$ cat src/rtl/ad9866_pkg.sv
// rtl/ad9866_pkg.sv - shared types, command codes and init table for the AD9866 SPI sequencer
package ad9866_pkg;

   // 16-bit AD9866 SPI write frame, sent MSB first
   typedef struct packed {
      logic       rw;     // 0 = write
      logic [1:0] len;    // 00 = one data byte
      logic [4:0] addr;
      logic [7:0] data;
   } spi_frame_t;

   typedef enum logic [2:0] {INIT, IDLE, LOAD, SHIFT, HOLD, GAP} state_t;

   localparam logic [5:0] CMD_GAIN   = 6'h0a;
   localparam logic [5:0] CMD_SPIWR  = 6'h3b;
   localparam logic [4:0] REG_RXGAIN = 5'h09;

   // Init table sized for the largest legal INIT_LEN; the top plays entries 0..INIT_LEN-1.
   // Each entry is {addr[4:0], data[7:0]}.
   localparam int INIT_MAX = 32;
   localparam logic [12:0] INIT_TABLE [INIT_MAX] = '{
      0: {5'h01, 8'h20},  1: {5'h02, 8'hC3},  2: {5'h03, 8'h00},  3: {5'h04, 8'h36},
      4: {5'h05, 8'h01},  5: {5'h06, 8'h0F},  6: {5'h07, 8'h00},  7: {5'h08, 8'h41},
      8: {5'h0A, 8'h00},  9: {5'h0B, 8'h00}, 10: {5'h0C, 8'h20}, 11: {5'h0D, 8'h00},
      default: 13'h0000
   };

   // RX gain register byte from the command word: bit 6 selects the direct 6-bit code,
   // otherwise bit 5 selects the inverted code, otherwise the upper half of the range.
   function automatic logic [7:0] rx_gain_byte(input logic [6:0] d);
      logic [5:0] g;
      if (d[6])      g = d[5:0];
      else if (d[5]) g = ~d[5:0];
      else           g = {1'b1, d[4:0]};
      return {2'b01, g};
   endfunction

   function automatic spi_frame_t mk_frame(input logic [4:0] addr, input logic [7:0] data);
      spi_frame_t f;
      f.rw   = 1'b0;
      f.len  = 2'b00;
      f.addr = addr;
      f.data = data;
      return f;
   endfunction

endpackage

$ cat src/rtl/ad9866_spi_shift.sv
// rtl/ad9866_spi_shift.sv - 16-bit 3-wire SPI shifter with CLK_DIV-based SCLK generation
//
// Ports:
//   clk, rst_n     system clock, asynchronous active-low reset
//   start_i        load frame_i, drop sen_n, present bit 15 on sdio
//   frame_i        16-bit frame, MSB first
//   stop_i         release sen_n (end of the hold phase)
//   sclk_o         SPI clock, idle low; CLK_DIV cycles low then CLK_DIV cycles high per bit
//   sen_n_o        SPI enable, active low
//   sdio_o         SPI data, changes together with sclk falling
//   shift_done_o   high in the last cycle of bit 0's high phase
module ad9866_spi_shift #(
   parameter int CLK_DIV = 4
) (
   input  logic        clk,
   input  logic        rst_n,
   input  logic        start_i,
   input  logic [15:0] frame_i,
   input  logic        stop_i,
   output logic        sclk_o,
   output logic        sen_n_o,
   output logic        sdio_o,
   output logic        shift_done_o
);

   localparam logic [7:0] DIV_LAST = 8'(CLK_DIV - 1);

   logic [14:0] sh_q;     // bits still to be sent after the one on sdio
   logic [3:0]  bit_q;    // index of the bit currently on sdio
   logic [7:0]  div_q;
   logic        sclk_q, sen_n_q, sdio_q, act_q;
   logic        phase_end;

   assign phase_end    = (div_q == DIV_LAST);
   assign shift_done_o = act_q & sclk_q & phase_end & (bit_q == 4'd0);
   assign sclk_o       = sclk_q;
   assign sen_n_o      = sen_n_q;
   assign sdio_o       = sdio_q;

   always_ff @(posedge clk or negedge rst_n) begin
      if (!rst_n) begin
         sh_q    <= '0;
         bit_q   <= '0;
         div_q   <= '0;
         sclk_q  <= 1'b0;
         sen_n_q <= 1'b1;
         sdio_q  <= 1'b0;
         act_q   <= 1'b0;
      end else begin
         if (start_i) begin
            sh_q    <= frame_i[14:0];
            sdio_q  <= frame_i[15];
            sen_n_q <= 1'b0;
            sclk_q  <= 1'b0;
            div_q   <= '0;
            bit_q   <= 4'd15;
            act_q   <= 1'b1;
         end else if (act_q) begin
            if (phase_end) begin
               div_q <= '0;
               if (!sclk_q) begin
                  sclk_q <= 1'b1;
               end else begin
                  // falling edge: next bit goes out together with sclk dropping
                  sclk_q <= 1'b0;
                  if (bit_q == 4'd0) begin
                     act_q <= 1'b0;
                  end else begin
                     bit_q  <= bit_q - 4'd1;
                     sdio_q <= sh_q[14];
                     sh_q   <= {sh_q[13:0], 1'b0};
                  end
               end
            end else begin
               div_q <= div_q + 8'd1;
            end
         end
         if (stop_i) begin
            sen_n_q <= 1'b1;
            sdio_q  <= 1'b0;
         end
      end
   end

endmodule

$ cat src/rtl/ad9866_spi_ctrl.sv
// rtl/ad9866_spi_ctrl.sv - AD9866 SPI sequencer: init table playback, then gain/generic write arbitration
//
// Ports:
//   clk, rst_n   system clock, asynchronous active-low reset
//   cmd_addr     command slave address (0x0a gain write, 0x3b generic write)
//   cmd_data     command slave data
//   cmd_rqst     single-cycle command strobe
//   cmd_ack      pulse one cycle after an accepted request
//   sclk/sen_n/sdio  3-wire SPI port
//   busy         frame in flight or a slot pending
//   init_done    sticky, set after the last init frame
//   ovf          sticky, set when a generic write finds its slot full
module ad9866_spi_ctrl #(
   parameter int CLK_DIV  = 4,
   parameter int INIT_LEN = 12
) (
   input  logic        clk,
   input  logic        rst_n,
   input  logic [5:0]  cmd_addr,
   input  logic [31:0] cmd_data,
   input  logic        cmd_rqst,
   output logic        cmd_ack,
   output logic        sclk,
   output logic        sen_n,
   output logic        sdio,
   output logic        busy,
   output logic        init_done,
   output logic        ovf
);

   import ad9866_pkg::*;

   localparam logic [8:0] HOLD_LAST = 9'(CLK_DIV - 1);
   localparam logic [8:0] GAP_LAST  = 9'(2 * CLK_DIV - 1);
   localparam logic [4:0] IDX_LAST  = 5'(INIT_LEN - 1);

   state_t      state_q, state_d;
   logic [4:0]  idx_q, idx_d;
   logic [8:0]  cnt_q, cnt_d;
   logic        init_done_q, init_done_d;

   logic        gain_full_q, gen_full_q, ovf_q, ack_q;
   logic [7:0]  gain_q;
   logic [12:0] gen_q;

   logic        start, stop, take_gain, take_gen, shift_done;
   logic        req_gain, req_gen, gen_free;
   spi_frame_t  frame;
   logic [12:0] init_entry;
   logic [18:0] unused_cmd_bits;

   assign unused_cmd_bits = cmd_data[31:13];
   assign init_entry      = INIT_TABLE[idx_q];

   assign req_gain = cmd_rqst & (cmd_addr == CMD_GAIN);
   assign req_gen  = cmd_rqst & (cmd_addr == CMD_SPIWR);
   // a generic slot being loaded this cycle can take a new request on the same edge
   assign gen_free = ~gen_full_q | take_gen;

   always_comb begin
      state_d     = state_q;
      idx_d       = idx_q;
      cnt_d       = cnt_q;
      init_done_d = init_done_q;
      start       = 1'b0;
      stop        = 1'b0;
      take_gain   = 1'b0;
      take_gen    = 1'b0;
      frame       = mk_frame(init_entry[12:8], init_entry[7:0]);
      case (state_q)
         INIT: begin
            start   = 1'b1;
            state_d = SHIFT;
         end
         IDLE: begin
            if (gain_full_q || gen_full_q) state_d = LOAD;
         end
         LOAD: begin
            start   = 1'b1;
            state_d = SHIFT;
            if (gain_full_q) begin
               take_gain = 1'b1;
               frame     = mk_frame(REG_RXGAIN, gain_q);
            end else begin
               take_gen  = gen_full_q;
               frame     = mk_frame(gen_q[12:8], gen_q[7:0]);
            end
         end
         SHIFT: begin
            if (shift_done) begin
               cnt_d   = '0;
               state_d = HOLD;
            end
         end
         HOLD: begin
            if (cnt_q == HOLD_LAST) begin
               stop    = 1'b1;
               cnt_d   = '0;
               state_d = GAP;
            end else begin
               cnt_d = cnt_q + 9'd1;
            end
         end
         GAP: begin
            if (cnt_q == GAP_LAST) begin
               cnt_d = '0;
               if (init_done_q) begin
                  state_d = IDLE;
               end else if (idx_q == IDX_LAST) begin
                  init_done_d = 1'b1;
                  state_d     = IDLE;
               end else begin
                  idx_d   = idx_q + 5'd1;
                  state_d = INIT;
               end
            end else begin
               cnt_d = cnt_q + 9'd1;
            end
         end
         default: state_d = INIT;
      endcase
   end

   always_ff @(posedge clk or negedge rst_n) begin
      if (!rst_n) begin
         state_q     <= INIT;
         idx_q       <= '0;
         cnt_q       <= '0;
         init_done_q <= 1'b0;
      end else begin
         state_q     <= state_d;
         idx_q       <= idx_d;
         cnt_q       <= cnt_d;
         init_done_q <= init_done_d;
      end
   end

   // Request slots: gain coalesces, generic holds one entry and flags overflow.
   always_ff @(posedge clk or negedge rst_n) begin
      if (!rst_n) begin
         gain_full_q <= 1'b0;
         gain_q      <= '0;
         gen_full_q  <= 1'b0;
         gen_q       <= '0;
         ovf_q       <= 1'b0;
         ack_q       <= 1'b0;
      end else begin
         ack_q <= req_gain | (req_gen & gen_free);
         if (req_gain) begin
            gain_full_q <= 1'b1;
            gain_q      <= rx_gain_byte(cmd_data[6:0]);
         end else if (take_gain) begin
            gain_full_q <= 1'b0;
         end
         if (req_gen && gen_free) begin
            gen_full_q <= 1'b1;
            gen_q      <= cmd_data[12:0];
         end else if (take_gen) begin
            gen_full_q <= 1'b0;
         end
         if (req_gen && !gen_free) ovf_q <= 1'b1;
      end
   end

   ad9866_spi_shift #(.CLK_DIV(CLK_DIV)) u_shift (
      .clk          (clk),
      .rst_n        (rst_n),
      .start_i      (start),
      .frame_i      (frame),
      .stop_i       (stop),
      .sclk_o       (sclk),
      .sen_n_o      (sen_n),
      .sdio_o       (sdio),
      .shift_done_o (shift_done)
   );

   assign cmd_ack   = ack_q;
   assign init_done = init_done_q;
   assign ovf       = ovf_q;
   assign busy      = (state_q != IDLE) | gain_full_q | gen_full_q;

endmodule

$ cat config.mk
export PLATFORM = sky130hd
export DESIGN_NAME = ad9866_spi_ctrl
export DESIGN_NICKNAME = d
export VERILOG_FILES = /design/src/rtl/ad9866_pkg.sv /design/src/rtl/ad9866_spi_shift.sv /design/src/rtl/ad9866_spi_ctrl.sv
export SDC_FILE = /design/constraint.sdc
export NUM_CORES = 1
export LEC_CHECK = 0
export BUFFER_PORTS_ARGS = -buffer_cell sky130_fd_sc_hd__buf_2
export CAP_MARGIN = 40
export CORE_ASPECT_RATIO = 1.4
export CORE_MARGIN = 2
export CORE_UTILIZATION = 28
export CTS_CLUSTER_SIZE = 28
export DETAILED_ROUTE_END_ITERATION = 10
export PLACE_DENSITY = 0.52
export SLEW_MARGIN = 20
export SYNTH_ARGS = -nofsm -noshare
export SYNTH_HDL_FRONTEND = slang
export SYNTH_SLANG_ARGS = --single-unit
$ cat constraint.sdc
create_clock -name clk -period 2.2 [get_ports clk]
set_input_delay 0.22 -clock clk [delete_from_list [all_inputs] [get_ports clk]]
set_output_delay 0.22 -clock clk [all_outputs]
set_load 0.02 [all_outputs]
==> metrics.yaml, run 1 <==
sta:
  finalSetupTns_ns: 0
  setup_violations: 0
  slew_violations: 0
  rsz0062_at_grt: "false"
  slew_headroom: 0.598
  period_needed_ns: 2.00
  clock_skew_ns: 0.00601
  worstMarginPinSlew_ns: 0.598
  fmax_mhz: 499
  hold_viol: 0
  min_period_over_period: 0.911
route:
  avgRoutedWirePerCell_um: 13.9
  dr.pass1.iters: 4
  route.detailed.drc: 0
  drtAntennaViolNets: 0
  via_per_inst: 4.75
  drt_iter0_drc: 121
  routed_wl_um: 8340
  vias: 2862
run:
  maxCapViolations: 0
floorplanning:
  core_um2: 13300
  dieArea_um2: 14500
  die_w_um: 102
  core.rowCount: 50
  ios: 48
  start_util: 0.285
  die_h_um: 141
worst_setup_path:
  r2r_slack_ns: 0.20
  arrival_ns: 2.25
  worstReg2RegStart: "idx_q[0]$_DFFE_PN0P_"
  crit_fanout: 8
  required_ns: 2.45
  reg2reg_depth: 7
  crit_path_start_kind: "flip-flop"
  endpoint_kind: "flip-flop"
  r2r-end: "u_shift.sh_q[5]$_DFFE_PN0P_"
  criticalPathCategory: "reg2reg"
pwr:
  p_per_area_nw_per_um2: 626
  power.share.switching: 0.221
  pwr-share-clk: 0.468
  ir_drop_mv: 0.399
  pwr-share-seq: 0.493
  power.leakage_nw: 2.05
  p_int_mw: 2.18
  pwr-share-comb: 0.039
  power.switching_uw: 617
grt:
  grt_max_degree: 28
  grt_pass1_vias: 2943
  track_usage: 0.125
  antenna_found_initial: 0
  grt_pass1_wl_um: 14300
  globalRouteOverflowTotal: 0
place:
  hpwl_um: 6040
  place_area_um2: 4190
  gp_congestion: 0.799
  io_buffers: 28
min_path:
  holdPathStages: 2
  hold_end: "gen_q[12]$_DFFE_PN0P_"
  min_from: "cmd_data[12]"
  hp-class: "in2reg"
logic_synthesis:
  synth.distinct_cells: 61
  synth_nets: 430
  yosys_warnings: 0
  syn_inst: 378
  synth_edf_count: 0
  synthArstFlopShare: 1.00
  ys.flop_type: "dfrtp_1"
  synth.avg_cell_area_um2: 10.0
  synth-seq-cells: 73
  syn_area_um2: 3780
  seq_area_frac_synth: 0.484
cells_and_area:
  drive_above_1_share: 0.212
  fin_nets: 467
  area.growth.synth_to_final_pct: 18.1
  final_cell_area_um2: 4460
  mostFrequentLayoutCells: "dfrtp_1, nand2_1, nor2_1, o21ai_0, buf_2"
  n_antenna_cell: 0
  layout_commonest_cell: "dfrtp_1"
clock_tree:
  cts-root-buf: "clkbuf_16"
  clkTransAtPathRegs_ns: 0.05
  htree_levels: 3
  cts_tree: "done"
  clk_latency_ns: 0.33
  clockBufferDepth: 2
  numCtsBuffers: 9
  cts_sinks: 73
status:
  run_status: "complete, no violations"
## power groups by stage
stage          Combinational (mW)  Clock (mW)  Sequential [mW]
6_report                    0.108        1.31             1.38
5_1_grt                     0.126        1.41             1.38
4_1_cts                     0.113        1.35             1.38
3_5_place_dp                0.111           0             1.40
3_3_place_gp                0.109           0             1.40
2_1_floorplan              0.0416           0             1.40
## worst max-delay path, cell delays in order, from the launching register on
cell,delay [ns]
dfrtp_1,0.50
inv_1,0.15
ha_1,0.35
mux2i_1,0.08
nor4_1,0.47
a211o_1,0.18
o21ai_0,0.07
o21ai_0,0.13
## routing by layer
metal	global-route usage	wire, um	part of all wire	up-vias
met2	0.211	4240	0.51	44
met1	0.149	3670	0.44	1389
met3	0.0232	207	0.025	15
li1	-	-	-	1414
met4	0.0632	232	0.028	0
met5	0	0	0	-
## final cells by class
class	count	area, um^2
Sequential cell	73	1830
Timing Repair Buffer	44	278
Clock buffer	11	233
Tap cell	182	228
Fill cell	1381	8800
Inverter	6	22.5
Clock inverter	5	31.3
Multi-Input combinational cell	281	1840
## metrics by stage
stage                     hold slack (ns)  cells  power [mW]  utilization  setup slack (ns)
after detailed placement            0.163    585        1.51        0.316            0.0821
after global routing                0.110    602        2.91        0.336            0.0324
after floorplan                   -0.0756    378        1.45            -             0.401
after CTS                           0.113    602        2.84        0.336            0.0527
final                               0.123    602        2.79        0.336             0.196
after global placement              0.162    585        1.51        0.316             0.145
## logic make-up (layout without fill, tap and decap cells)
| kind of cell | after synthesis | count (layout) | synth area share |
|---|---|---|---|
| AOI/OAI and AO/OA | 88 | 88 | 0.149 |
| DFF | 73 | 73 | 0.484 |
| buffers and inverters | 24 | 66 | 0.0295 |
| adders and majority gates | 11 | 11 | 0.0364 |
| xor gates and xnor gates | 18 | 18 | 0.0417 |
| and+or+nand+nor | 142 | 142 | 0.196 |
| muxes | 22 | 22 | 0.0632 |
## registers in the layout, summed over array words and instances, names as in the netlist
signal           cells
cmd_ack              1
gen_q               13
ovf                  1
idx_q                5
state_q              3
u_shift.div_q        8
u_shift.sh_q        15
u_shift.sdio_o       1
u_shift.sen_n_o      1
gen_full_q           1
init_done            1
gain_q               7
u_shift.bit_q        4
cnt_q                9
u_shift.sclk_o       1
u_shift.act_q        1
gain_full_q          1
## what timing repair did
item,CTS,global route
hold buffers,1,0
buffers inserted,0,0
endpoints found under the hold margin,24,0
setup endpoints to repair,0,6
resized for setup,0,2
## worst max-delay path by stage
stage	cells past startpoint	to	startpoint	slack, ns
6_report	7	u_shift.sh_q[5]$_DFFE_PN0P_	idx_q[0]$_DFFE_PN0P_	0.20
5_1_grt	7	cnt_q[2]$_DFFE_PN0P_	u_shift.bit_q[0]$_DFFE_PN0P_	0.03
4_1_cts	5	u_shift.bit_q[2]$_DFFE_PN0P_	u_shift.div_q[0]$_DFFE_PN0P_	0.05
3_5_place_dp	5	u_shift.bit_q[2]$_DFFE_PN0P_	u_shift.div_q[0]$_DFFE_PN0P_	0.08
3_3_place_gp	5	u_shift.bit_q[2]$_DFFE_PN0P_	u_shift.div_q[0]$_DFFE_PN0P_	0.14
2_1_floorplan	5	idx_q[4]$_DFFE_PN0P_	idx_q[0]$_DFFE_PN0P_	0.40
## synthesized netlist by cell type (all sizes together), types with 8 or more instances
| library cell | number | area share |
|---|---|---|
| nor2 | 37 | 0.037 |
| dfrtp | 72 | 0.48 |
| ha | 11 | 0.036 |
| buf | 10 | 0.015 |
| nand2 | 47 | 0.047 |
| o21ai | 33 | 0.044 |
| xnor2 | 11 | 0.025 |
| nand3 | 11 | 0.015 |
| nor2b | 8 | 0.013 |
| mux2 | 15 | 0.045 |
| clkbuf | 8 | 0.0083 |
| a21oi | 18 | 0.024 |
Note: power is estimated with default switching activity, not from simulation.
==> run 2: changes to the inputs <==
--- a/config.mk
+++ b/config.mk
@@ -12,7 +12,9 @@
 export CORE_UTILIZATION = 28
 export CTS_CLUSTER_SIZE = 28
 export DETAILED_ROUTE_END_ITERATION = 10
+export GPL_TIMING_DRIVEN = 0
 export PLACE_DENSITY = 0.52
+export SETUP_SLACK_MARGIN = 0.5
 export SLEW_MARGIN = 20
 export SYNTH_ARGS = -nofsm -noshare
 export SYNTH_HDL_FRONTEND = slang
==> run 2 against run 1 <==
Against the previous run: die area stayed put; utilization increased by 6.2 points; fmax rose by 11%; worst setup slack improved by 0.20 ns; power is 3.6% higher; via count increased by 10%; sequential power barely moved; global-route usage increased by 1.7 points; first-iteration DRC count up 12%; cell count increased by 7.8%; cell area increased by 18%; hold slack worse by 0.0030 ns; critical path type unchanged.
==> metrics.yaml, run 2 (same netlist as run 1, synthesis figures left out) <==
status:
  run_status: "complete, no violations"
place:
  io_buffers: 28  # unchanged
  gp_congestion: 0.799  # about the same
  post-place-ws_ns: 0.00751  # -0.0746 ns
  place_inst: 589  # +0.68%
  hpwl_um: 6470  # +7.1%
pwr:
  p_per_area_nw_per_um2: 548  # -12%
  power_mw: 2.89  # +3.6%
  ir_drop_mv: 0.426  # +7.0%
  power.leakage_nw: 2.40  # +17%
worst_setup_path:
  worstReg2RegStart: "u_shift.bit_q[0]$_DFFE_PN0P_"
  crit_fanout: 3  # -5
  criticalPathCategory: "reg2reg"
  reg2reg_depth: 8  # +1
  r2r-end: "u_shift.bit_q[3]$_DFFE_PN0P_"
  arrival_ns: 2.01  # -0.24 ns
  required_ns: 2.41  # -0.04 ns
  endpoint_kind: "flip-flop"
  r2r_slack_ns: 0.40  # +0.20 ns
  crit_path_start_kind: "flip-flop"
floorplanning:
  die_w_um: 102  # unchanged
  start_util: 0.285  # unchanged
  ios: 48  # unchanged
  core_um2: 13300  # unchanged
  die_h_um: 141  # unchanged
  dieArea_um2: 14500  # unchanged
  core.rowCount: 50  # unchanged
cells_and_area:
  largest_reg_flops: 15  # unchanged
  fin_cells: 649  # +7.8%
  reg.largest.list: "u_shift.sh_q x15, gen_q x13, cnt_q x9"
  layout_commonest_cell: "dfrtp_1"
  n_antenna_cell: 0  # unchanged
  fin_nets: 514  # +10%
  area.growth.synth_to_final_pct: 39.7
  drive_above_1_share: 0.415  # +0.204
  largest_register: "u_shift.sh_q"
  mostFrequentLayoutCells: "dfrtp_1, nand2_1, buf_4, buf_2, nor2_1"
grt:
  grt_pass1_vias: 3238  # +10%
  antenna_found_initial: 0  # unchanged
  grt_max_degree: 49  # +75%
  globalRouteOverflowTotal: 0  # unchanged
  track_usage: 0.142  # +0.0170
  grt_pass1_wl_um: 16000  # +12%
sta:
  min_period_over_period: 0.819  # -0.0913
  fmax_mhz: 555  # +11%
  period_needed_ns: 1.80  # -0.201 ns
  setup_violations: 0  # unchanged
  hold_viol: 0  # unchanged
  worstMarginPinSlew_ns: 0.430  # -0.168 ns
  slew_violations: 0  # unchanged
  clock_skew_ns: 0.00792  # +0.00190 ns
  slew_headroom: 0.714  # +0.116
  layout_setup_ws_ns: 0.397  # +0.201 ns
  rsz0062_at_grt: "true"
  finalSetupTns_ns: 0  # unchanged
route:
  dr.pass1.iters: 4  # unchanged
  routed_wl_um: 9830  # +18%
  via_per_inst: 4.87  # +2.4%
  route.met3.wl_um: 234  # +13%
  top_layer: "met4"
  avgRoutedWirePerCell_um: 15.1  # +9.3%
  route.detailed.drc: 0  # unchanged
  wl_met1_um: 4160  # +13%
  drt_iter0_drc: 136  # +12%
  wl_met2_um: 5120  # +21%
  vias: 3160  # +10%
  drtAntennaViolNets: 0  # unchanged
clock_tree:
  clk_latency_ns: 0.34  # about the same
  clockBufferDepth: 2  # unchanged
  numCtsBuffers: 9  # unchanged
  cts-root-buf: "clkbuf_16"
  htree_levels: 3  # unchanged
  cts_tree: "done"
  cts_sinks: 73  # unchanged
  clkTransAtPathRegs_ns: 0.06  # about the same
min_path:
  hp-class: "in2reg"
  holdPathStages: 2  # unchanged
  hold_end: "gen_q[8]$_DFFE_PN0P_"
  min_from: "cmd_data[8]"
run:
  maxCapViolations: 0  # unchanged
run 2: where the power goes:
part / leakage, nW / switching, mW / internal, mW
Combinational: 1.30 / 0.0635 / 0.0500
Sequential: 0.953 / 0.0110 / 1.37
Clock: 0.145 / 0.553 / 0.850
Total: 2.40 / 0.628 / 2.27
run 2: worst max path at each step:
stage / end / cells past startpoint / from
floorplan: cnt_q[3]$_DFFE_PN0P_ / 6 / u_shift.div_q[0]$_DFFE_PN0P_
global placement: u_shift.sh_q[12]$_DFFE_PN0P_ / 6 / state_q[2]$_DFFE_PN0P_
detailed placement: u_shift.sh_q[10]$_DFFE_PN0P_ / 5 / state_q[2]$_DFFE_PN0P_
CTS: u_shift.sh_q[1]$_DFFE_PN0P_ / 5 / idx_q[4]$_DFFE_PN0P_
global route: u_shift.bit_q[3]$_DFFE_PN0P_ / 8 / u_shift.bit_q[1]$_DFFE_PN0P_
finish: u_shift.bit_q[3]$_DFFE_PN0P_ / 8 / u_shift.bit_q[0]$_DFFE_PN0P_
run 2: metal layers:
layer	vias up	global-route usage
met4	0	0.0814
met5	-	0
met3	26	0.0202
met2	58	0.243
li1	1511	-
met1	1565	0.166
run 2: final cells by class:
| cell class | instances | area, um^2 |
|---|---|---|
| multi-input cells | 282 | 2190 |
| inverters | 6 | 22.5 |
| clock buffers | 13 | 270 |
| fillers | 1349 | 7980 |
| clock inverters | 3 | 15.0 |
| flip-flops and latches | 73 | 1840 |
| repair buffers | 72 | 566 |
| plain buffers | 18 | 150 |
| well taps | 182 | 228 |
run 2: worst max-delay path, cell delays in order, from the launching register on:
cell and delay, ns:
dfrtp_1 0.39, inv_2 0.09, ha_4 0.13, or3b_4 0.40
a41oi_4 0.25, buf_6 0.16, nor4_4 0.04, xnor2_1 0.15
nand2_1 0.08
run 2: through the flow:
step,hold slack (ns),instance area (um^2),util
floorplan,-0.0756,3830,-
global placement,0.449,4200,0.317
detailed placement,0.171,4230,0.319
CTS,0.111,5000,0.377
global route,0.117,5280,0.398
finish,0.120,5280,0.398
run 2: repair_timing:
action                     4_1_cts  5_1_grt
cloned                           4        1
pin swaps                       32       18
hold endpoints to repair        24        0
setup buffers                   25       13
setup endpoints to repair       60       51
hold buffers                     1        0
resized for setup               77       50
==> run 3: changes to the inputs <==
==> constraint.sdc (replaced) <==
create_clock -name clk -period 1.7 [get_ports clk]
set_input_delay 0.17 -clock clk [delete_from_list [all_inputs] [get_ports clk]]
set_output_delay 0.17 -clock clk [all_outputs]
set_load 0.02 [all_outputs]
==> run 3 against run 2 <==
Against the previous run: the run now ends with setup timing left; largest cell class unchanged; critical path type unchanged; clock power increased by 54%; via count increased by 2.2%; first-iteration DRC count decreased by 28%; cell area increased by 13%; sequential share of layout area decreased by 4.0 points.
==> metrics.yaml, run 3 (same netlist as run 1, synthesis figures left out) <==
worst_setup_path:
  path_cells: "inv_2 -> ha_4 -> or3b_4 -> a41o_1 -> buf_6 -> buf_12 -> nor2_4 -> nor3_2"
  crit_fanout: 8  # +5
  endpoint_kind: "flip-flop"
  crit_family: "simple AND/OR/NAND/NOR gates"
  required_ns: 1.91  # -0.50 ns
  criticalPathCategory: "reg2reg"
  slowest_stage: "dfrtp_1"
  arrival_ns: 1.98  # -0.03 ns
  slowest_delay_ns: 0.39  # about the same
  crit_path_start_kind: "flip-flop"
  critPathBufInv: 3  # +1
sta:
  slew_headroom: 0.756  # +0.0419
  layout_setup_ws_ns: -0.0627  # -0.460 ns
  worstMarginPinSlew_ns: 0.367  # -0.0629 ns
  clock_skew_ns: 0.0117  # +0.00379 ns
  finalSetupTns_ns: -0.417  # -0.417 ns
  slew_violations: 0  # unchanged
  hold_viol: 0  # unchanged
  period_needed_ns: 1.76  # -0.0402 ns
  rsz0062_at_grt: "true"
  fmax_mhz: 567  # +2.3%
  setup_violations: 16  # +16
  min_period_over_period: 1.04  # +0.217
cells_and_area:
  area.growth.synth_to_final_pct: 58.4
  drive_above_1_share: 0.511  # +0.0959
  mostFrequentLayoutCells: "dfrtp_1, buf_4, nand2_1, buf_2"
  largest_reg_flops: 15  # unchanged
  fillers: 1268  # -6.0%
  post-route-util: 0.451  # +0.0533
  fin_nets: 534  # +3.9%
  fin_cells: 669  # +3.1%
  layout_commonest_cell: "dfrtp_1"
  reg.largest.list: "u_shift.sh_q x15, gen_q x13, cnt_q x9"
  n_antenna_cell: 0  # unchanged
  largest_register: "u_shift.sh_q"
grt:
  track_usage: 0.152  # +0.0101
  globalRouteOverflowTotal: 0  # unchanged
  grt_pass1_vias: 3467  # +7.1%
  grt_pass1_wl_um: 17100  # +7.1%
  grt_max_degree: 57  # +16%
  antenna_found_initial: 0  # unchanged
floorplanning:
  dieArea_um2: 14500  # unchanged
  die_w_um: 102  # unchanged
  core.rowCount: 50  # unchanged
  ios: 48  # unchanged
  start_util: 0.285  # unchanged
  core_um2: 13300  # unchanged
  die_h_um: 141  # unchanged
place:
  place_inst: 589  # unchanged
  post-place-ws_ns: -0.361  # -0.369 ns
  io_buffers: 28  # unchanged
  gp_congestion: 0.808  # +1.0%
  hpwl_um: 6540  # +1.1%
clock_tree:
  clockBufferDepth: 2  # unchanged
  cts_tree: "done"
  clkTransAtPathRegs_ns: 0.06  # about the same
  numCtsBuffers: 9  # unchanged
  clk_latency_ns: 0.34  # about the same
  cts_sinks: 73  # unchanged
  htree_levels: 3  # unchanged
  cts-root-buf: "clkbuf_16"
route:
  drt_iter0_drc: 98  # -28%
  drtAntennaViolNets: 0  # unchanged
  route.detailed.drc: 0  # unchanged
  avgRoutedWirePerCell_um: 16.0  # +5.4%
  vias: 3229  # +2.2%
  via_per_inst: 4.83  # -0.87%
  dr.pass1.iters: 4  # unchanged
  routed_wl_um: 10700  # +8.7%
status:
  run_status: "complete, but fails checks"
  violations: "setup timing"
pwr:
  p_per_area_nw_per_um2: 684  # +25%
  power.leakage_nw: 2.71  # +13%
  ir_drop_mv: 0.563  # +32%
min_path:
  hp-class: "in2reg"
run:
  maxCapViolations: 0  # unchanged
## run 3: timing repair
action | CTS | global route
setup buffers | 44 | 13
pin swaps | 28 | 22
gates resized for setup | 99 | 65
gates cloned | 4 | 2
setup endpoints to repair | 68 | 65
hold buffers | 1 | 0
hold endpoints to repair | 17 | 0
## run 3: through the flow
stage               hold WS, ns  total power, mW  area (um^2)
global placement          0.402             1.95         4380
finish                   0.0673             4.09         5990
CTS                      0.0584             4.13         5560
detailed placement       0.0698             1.97         4410
floorplan                -0.126             1.87         4010
global route             0.0635             4.23         5990
## run 3: area by class of cell
class / instances / area, um^2 / share of cell area
clock buffer: 12 / 236 / 0.0395
multi-input combinational: 282 / 2490 / 0.416
tap: 182 / 228 / 0.0380
inverter: 6 / 22.5 / 0.00376
sequential: 73 / 1840 / 0.308
clock inverter: 4 / 95.1 / 0.0159
buffer: 18 / 241 / 0.0403
timing repair buffer: 92 / 831 / 0.139
## run 3: worst register-to-register path, delay by kind of cell (launching register included)
kind | cells | cell delay, ns
and+or+nand+nor | 3 | 0.52
adders and majority gates | 1 | 0.13
DFF | 1 | 0.39
buffers and inverters | 3 | 0.39
AOI/OAI and AO/OA | 1 | 0.21
## run 3: path summary, 6_finish.rpt
| path | cells after the start | start | slack, ns | to |
|---|---|---|---|---|
| max in group asynchronous | 3 | rst_n | 0.84 | u_shift.sen_n_o$_DFFE_PN1P_ |
| hold reg to reg | 2 | gain_q[2]$_DFFE_PN0P_ | 0.48 | gain_q[2]$_DFFE_PN0P_ |
| setup reg to reg | 8 | u_shift.bit_q[0]$_DFFE_PN0P_ | -0.06 | u_shift.sh_q[7]$_DFFE_PN0P_ |
| setup / recovery | 8 | u_shift.bit_q[0]$_DFFE_PN0P_ | -0.06 | u_shift.sh_q[7]$_DFFE_PN0P_ |
| min in group asynchronous | 2 | rst_n | 0.26 | gen_full_q$_DFFE_PN0P_ |
| hold / removal | 2 | cmd_data[7] | 0.07 | gen_q[7]$_DFFE_PN0P_ |
## run 3: per-layer routing
metal  vias to the layer above  routed length [um]  share of wire  global-route usage
li1                       1562                   -              -                   -
met1                      1584                4270           0.40               0.179
met2                        61                5850           0.55               0.267
met3                        22                 257          0.024              0.0222
met4                         0                 309          0.029              0.0716
met5                         -                   0              0                   0
## run 3: power by group
part / total, mW / leakage [nW] / switching, mW / internal, mW
sequential: 1.78 / 0.948 / 0.0152 / 1.77
combinational: 0.151 / 1.60 / 0.0844 / 0.0663
clock: 2.16 / 0.161 / 0.725 / 1.43
total: 4.09 / 2.71 / 0.824 / 3.27
